==> config.mk <==
export PLATFORM = sky130hd
export DESIGN_NAME = single_port_ram
export DESIGN_NICKNAME = d
export VERILOG_FILES = /design/src/rtl/single_port_ram_pkg.sv /design/src/rtl/single_port_ram.sv
export SDC_FILE = /design/constraint.sdc
export NUM_CORES = 1
export LEC_CHECK = 0
export BUFFER_PORTS_ARGS = -buffer_cell sky130_fd_sc_hd__buf_2
export CAP_MARGIN = 20
export CORE_ASPECT_RATIO = 0.9
export CORE_MARGIN = 1.5
export CORE_UTILIZATION = 45
export DETAILED_ROUTE_END_ITERATION = 10
export HOLD_SLACK_MARGIN = 0.12
export PLACE_DENSITY_LB_ADDON = 0.25
export SYNTH_ARGS = -nofsm -noshare
export SYNTH_HDL_FRONTEND = slang
export SYNTH_SLANG_ARGS = --single-unit
==> constraint.sdc <==
create_clock -name clk -period 2.3 [get_ports clk]
set_clock_uncertainty 0.2 [all_clocks]
set_input_delay 0.46 -clock clk [delete_from_list [all_inputs] [get_ports clk]]
set_output_delay 0.46 -clock clk [all_outputs]
set_load 0.02 [all_outputs]
==> src/rtl/single_port_ram_pkg.sv <==
// Shared constants and word type for the single-port RAM and its users.
package single_port_ram_pkg;

    localparam int DEFAULT_DATA_WIDTH = 8;
    localparam int DEFAULT_ADDR_WIDTH = 6;

    typedef logic [DEFAULT_DATA_WIDTH-1:0] word_t;

endpackage

==> src/rtl/single_port_ram.sv <==
// Single-port synchronous RAM with write-through, registered read data and
// an asynchronous reset that clears both the output register and every word.
module single_port_ram
    import single_port_ram_pkg::*;
#(
    parameter int DATA_WIDTH = DEFAULT_DATA_WIDTH,
    parameter int ADDR_WIDTH = DEFAULT_ADDR_WIDTH,
    parameter int DEPTH      = 2**ADDR_WIDTH
) (
    input  logic [DATA_WIDTH-1:0] data,
    input  logic [ADDR_WIDTH-1:0] address,
    input  logic                  en,
    input  logic                  write_enable,
    input  logic                  clk,
    output logic [DATA_WIDTH-1:0] q,
    input  logic                  rst_n
);

    logic [DATA_WIDTH-1:0] mem [DEPTH];

    // NOTE: the array is reset word by word because contents must read back as
    // zero after any reset; this forces flops instead of a RAM macro.
    always_ff @(posedge clk or negedge rst_n) begin
        if (!rst_n) begin
            q <= '0;
            for (int i = 0; i < DEPTH; i++) begin
                mem[i] <= '0;
            end
        end else if (en) begin
            if (write_enable) begin
                mem[address] <= data;
                q            <= data;
            end else begin
                q <= mem[address];
            end
        end
    end

endmodule

# Word-level counts from Yosys, hierarchy flattened
# Index checks and enable logic that the tools add are counted.
# totals
elab_cells	77
out_inout_bits	8
register_bits	520
input_bits	18
# op_classes
magnitude_cmp	2
bitwise	1
n_mux	7
n_reduce_logical	2
# op_table
op	count
$bwmux 512	1
$bmux 8 s6	1
$demux 8 s6	1
$mux 8	4
$ge 7x7->1 const B	1
$lt 7x1->1 const B	1
$not 6->7	1
$reduce_and 2->1	1
$logic_and 1x1->1	1

# Longest topological paths before layout
# depth
ltp_word	6
mapped_depth	10
mapped_depth_nobuf	6

# Least setup slack after synthesis
# OpenSTA, ideal clock, no wires.
# synth_timing
path_kind	input -> register
from	input address[1]
to	register q[3]
cell_stages	6
arrival_time_ns	1.980
n_path_buf	2
slack_ns	0.001
setup_ns	0.119
required_ns	1.981
cell_sequence	buf_6 > buf_2 > mux4_2 > a2111oi_2 > o21ai_1 > o21a_1
# synth_via
elab_chain_len	5
# synth_lines
item	line_no	rtl
start, declared	single_port_ram.sv:11	input logic [ADDR_WIDTH-1:0] address,
$not 6->7 (implied by the code)	single_port_ram.sv:34	q <= mem[address];
$bmux 8 s6	single_port_ram.sv:34	
$mux 8 (implied by the code) (2 in series)	single_port_ram.sv:34	
$mux 8	single_port_ram.sv:30	if (write_enable) begin
end signal, assigned	single_port_ram.sv:32	q <= data;
end signal, assigned	single_port_ram.sv:34	
end, declared	single_port_ram.sv:15	output logic [DATA_WIDTH-1:0] q,
# Every way passes these cells. The select of a mux whose other input is x is not followed.
# A chain may end at the register's enable or synchronous reset.

# Worst setup path after layout
# layout_timing
from	register mem[79] (netlist bit)
to	register q[7]
# layout_via
elab_chain_len	4
# layout_lines
item	line_no	rtl
start, declared	single_port_ram.sv:19	logic [DATA_WIDTH-1:0] mem [DEPTH];
start signal, assigned by index	single_port_ram.sv:31	mem[address] <= data;
$bmux 8 s6	single_port_ram.sv:34	
$mux 8 (implied by the code) (2 in series)	single_port_ram.sv:34	
$mux 8	single_port_ram.sv:30	
# Every way passes these cells. The select of a mux whose other input is x is not followed.

==> metrics.txt <==
# TYPE chip_impl_metric gauge
chip_impl_info{name="status",value="finished, violations left"} 1
chip_impl_info{name="violations",value="design-rule violations"} 1
chip_impl_metric{name="cp_num_buf_inv",unit=""} 0
chip_impl_metric{name="synth-seq-area-share",unit="%"} 53.4
chip_impl_metric{name="total_number_of_clock_tree_sinks",unit=""} 520
chip_impl_metric{name="rows",unit=""} 80
chip_impl_metric{name="layout.cell_area.non_filler",unit="um^2"} 30300
chip_impl_metric{name="die_h",unit="um"} 224
chip_impl_metric{name="setup_tns",unit="ns"} 0
chip_impl_metric{name="area_growth",unit="%"} 24.3
chip_impl_metric{name="via_per_inst",unit=""} 5.95
chip_impl_metric{name="ys_ff_latch",unit=""} 520
chip_impl_metric{name="cts_inserted_buffers",unit=""} 54
chip_impl_metric{name="top_level_ports",unit=""} 26
chip_impl_metric{name="worst_ir_drop_vdd",unit="V"} 0.000592
chip_impl_metric{name="ys_types",unit=""} 58
chip_impl_metric{name="place_hpwl",unit="um"} 48700
chip_impl_metric{name="max-clock-path-buffers",unit=""} 3
chip_impl_metric{name="crit_required",unit="ns"} 2.59
chip_impl_metric{name="final_hold_viol_count",unit=""} 0
chip_impl_metric{name="internal-power",unit="uW"} 17100
chip_impl_metric{name="synth_area_per_cell",unit="um^2"} 14.6
chip_impl_metric{name="drc",unit=""} 3
chip_impl_metric{name="globalRouteMet3Util",unit="%"} 6.33
chip_impl_metric{name="tightest_slew",unit="ns"} 0.666
chip_impl_metric{name="yosysWarnings",unit=""} 0
chip_impl_metric{name="p_clk_share",unit="%"} 43.0
chip_impl_metric{name="p_switching",unit="uW"} 5480
chip_impl_metric{name="critical-path-max-stage-delay",unit="ns"} 0.48
chip_impl_metric{name="clkTransAtPathRegs",unit="ns"} 0.06
chip_impl_info{name="layout_commonest_cell",value="dfrtp_1"} 1
chip_impl_info{name="cts_tree",value="done"} 1
chip_impl_metric{name="gr-usage-all-layers",unit="%"} 26.8
chip_impl_metric{name="fraction_of_the_cycle_the_final_worst_path_needs",unit="%"} 96.7
chip_impl_metric{name="ant_nets",unit=""} 0
chip_impl_metric{name="die_w",unit="um"} 248
chip_impl_metric{name="power_density",unit="nW/um^2"} 745
chip_impl_metric{name="grt_start_max_net_pins",unit=""} 107
chip_impl_metric{name="p_sw_share",unit="%"} 24.3
chip_impl_metric{name="finalWeightedCongestion",unit=""} 0.924
chip_impl_info{name="crit_path_cell_trace",value="mux4_2, mux2i_1, o22ai_1, nor4_1, a21oi_1"} 1
chip_impl_info{name="critical-path-slowest-cell",value="mux4_2"} 1
chip_impl_metric{name="die-area",unit="um^2"} 55500
chip_impl_metric{name="antenna_cells_inserted",unit=""} 0
chip_impl_info{name="post_synth_main_area_contributors",value="dfrtp_1 53%, mux2_2 18%, mux2_1 7.8%, mux4_2 5.5%, nor2_4 3.1%"} 1
chip_impl_info{name="path_delay_family",value="multiplexers"} 1
chip_impl_metric{name="globalRouteMet2Util",unit="%"} 40.8
chip_impl_metric{name="worstPathMaxFanout",unit=""} 2
chip_impl_metric{name="synth_area",unit="um^2"} 24400
chip_impl_metric{name="grt_antenna_before_repair",unit=""} 2
chip_impl_metric{name="synth.top_cell.area_share",unit="%"} 53.4
chip_impl_metric{name="power_frac_comb",unit="%"} 11.3
chip_impl_metric{name="fillCellCount",unit=""} 4260
chip_impl_info{name="setup_repair_after_global_routing_missed_its_margin",value="false"} 1
chip_impl_metric{name="htree_levels",unit=""} 2
chip_impl_info{name="startpoint_type",value="flip-flop"} 1
chip_impl_metric{name="grt.met1_usage",unit="%"} 37.4
chip_impl_info{name="layout.cells.most_common_list",value="520 x dfrtp_1, 386 x mux2_2, 182 x buf_4, 168 x mux2_1, 105 x buf_12"} 1
chip_impl_metric{name="final_layout_size_suffix_gt1_share",unit="%"} 48.0
chip_impl_metric{name="postLayoutSetupSlackWorst",unit="ns"} 0.0754
chip_impl_info{name="hold_class",value="input port to flip-flop"} 1
chip_impl_info{name="cts.root.buffer_cell",value="clkbuf_16"} 1
chip_impl_info{name="ys_dominant_reg_cell",value="dfrtp_1"} 1
chip_impl_metric{name="net_count_final",unit=""} 1929
chip_impl_metric{name="drt_first_pass_iters",unit=""} 8
chip_impl_metric{name="detailed_place.area",unit="um^2"} 28200
chip_impl_metric{name="wirelength",unit="um"} 71700
chip_impl_info{name="global_route.peak_usage_layer",value="met2"} 1
chip_impl_metric{name="fmax",unit="GHz"} 0.450
chip_impl_metric{name="initial_core_utilization",unit="%"} 45.7
chip_impl_metric{name="routed-via-count",unit=""} 15768
chip_impl_metric{name="p_seq_share",unit="%"} 45.7
chip_impl_metric{name="post-route-min-period",unit="ns"} 2.22
chip_impl_metric{name="worst_ep_arrival_time",unit="ns"} 2.52
chip_impl_metric{name="global_route_wire_length_before_repair",unit="um"} 110000
chip_impl_metric{name="slew_viol_final",unit=""} 0
chip_impl_metric{name="total_leakage_power",unit="uW"} 0.0142
chip_impl_metric{name="detailedRoute.firstIterationViolations",unit=""} 1233
chip_impl_metric{name="grt_pass1_vias",unit=""} 16741
chip_impl_metric{name="detailedPlace.worstSlack",unit="ns"} -0.546
chip_impl_metric{name="placeable_area",unit="um^2"} 53300
chip_impl_metric{name="relSlewSlack",unit="%"} 55.4
chip_impl_metric{name="worst_hold_slack",unit="ns"} 0.207
chip_impl_metric{name="clock_insertion_delay_at_the_later_pin_of_the_skew_report",unit="ns"} 0.62
chip_impl_metric{name="syn_inst",unit=""} 1669
chip_impl_metric{name="gr-total-overflow",unit=""} 0
chip_impl_metric{name="route.detailed.wl_per_inst",unit="um"} 27.0
chip_impl_metric{name="setup_viol",unit=""} 0
chip_impl_metric{name="share_of_async_settable_or_async_resettable_flops_after_synthesis",unit="%"} 100
chip_impl_metric{name="syn_nets",unit=""} 1687
chip_impl_info{name="crit_path_end_kind",value="flip-flop"} 1
chip_impl_info{name="timing_worst_setup_path_type",value="flip-flop to flip-flop"} 1
chip_impl_metric{name="maxCapViolations",unit=""} 0
chip_impl_metric{name="port-buffer-count",unit=""} 25
chip_impl_info{name="cell_type_with_the_highest_aggregate_area_in_the_netlist",value="dfrtp_1"} 1
chip_impl_metric{name="number_of_enable_flip_flop_cells_after_synthesis",unit=""} 0
## worst min-delay path, delay by kind of cell
| kind | cells | cell delay (ns) |
|---|---|---|
| AO/OA/AOI/OAI | 2 | 0.21 |
| buffers and inverters | 2 | 0.31 |
## metrics by stage
stage               total power (uW)  instances  util, %
floorplan                      11800       1669        -
global placement               12900       2548     53.0
detailed placement             13000       2548     53.0
CTS                            22700       2651     56.8
global route                   23300       2652     56.8
finish                         22600       2652     56.8
## Yosys cell counts, types with 24 or more instances
| library cell | instances |
|---|---|
| nor2_1 | 25 |
| dfrtp_1 | 520 |
| a221oi_1 | 41 |
| mux4_2 | 59 |
| mux2i_1 | 40 |
| nor2_4 | 66 |
| mux2_1 | 168 |
| o22ai_1 | 25 |
| buf_2 | 41 |
| nand2_1 | 24 |
| mux2_2 | 386 |
| a22oi_1 | 32 |
| clkbuf_1 | 71 |
## layout make-up
class                           instances  area [um^2]  share of cell area [%]
Sequential cell                       520        13000                    43.0
Multi-Input combinational cell       1018        10800                    35.5
Timing Repair Buffer                  314         3640                    12.0
Clock buffer                           75         1580                    5.23
Tap cell                              697          872                    2.88
Clock inverter                         25          395                    1.31
Inverter                                3         11.3                  0.0372
## timing repair
item / CTS / global route
hold buffers: 3 / 0
resized for setup: 0 / 3
endpoints found under the hold margin: 522 / 0
setup endpoints to repair: 0 / 2
buffers inserted: 0 / 0
## flip-flops by register name, summed over array words and instances (netlist names)
register	count
mem	512
q	8
## final timing paths
| kind | startpoint | to | slack, ns | depth (start not counted) |
|---|---|---|---|---|
| hold reg to reg | mem[197] | mem[197] | 0.28 | 1 |
| setup / recovery | mem[79] | q[7] | 0.08 | 5 |
| max in group asynchronous | rst_n | mem[465] | 0.71 | 4 |
| min in group asynchronous | rst_n | q[1] | 0.28 | 3 |
| hold / removal | en | q[1] | 0.21 | 4 |
| setup reg to reg | mem[79] | q[7] | 0.08 | 5 |
## layer usage
metal	wire length (um)	up-vias
met2	32900	490
met3	5120	130
li1	-	6745
met1	31300	8399
met4	2460	4
met5	18	-
## logic make-up after synthesis
family	Yosys count	synth area share, %
DFF	520	53.4
muxes	654	32.8
AOI/OAI and AO/OA	189	5.78
and+or+nand+nor	175	5.52
buffers and inverters	131	2.51
## power by group through the flow
stage               Sequential (uW)  Combinational (uW)  Clock, uW
finish                        10300                2560       9690
global route                  10400                2740      10200
CTS                           10300                2560       9870
detailed placement            10500                2540          0
global placement              10400                2480          0
floorplan                     10300                1450          0
Note: power is estimated with default switching activity, not from simulation.
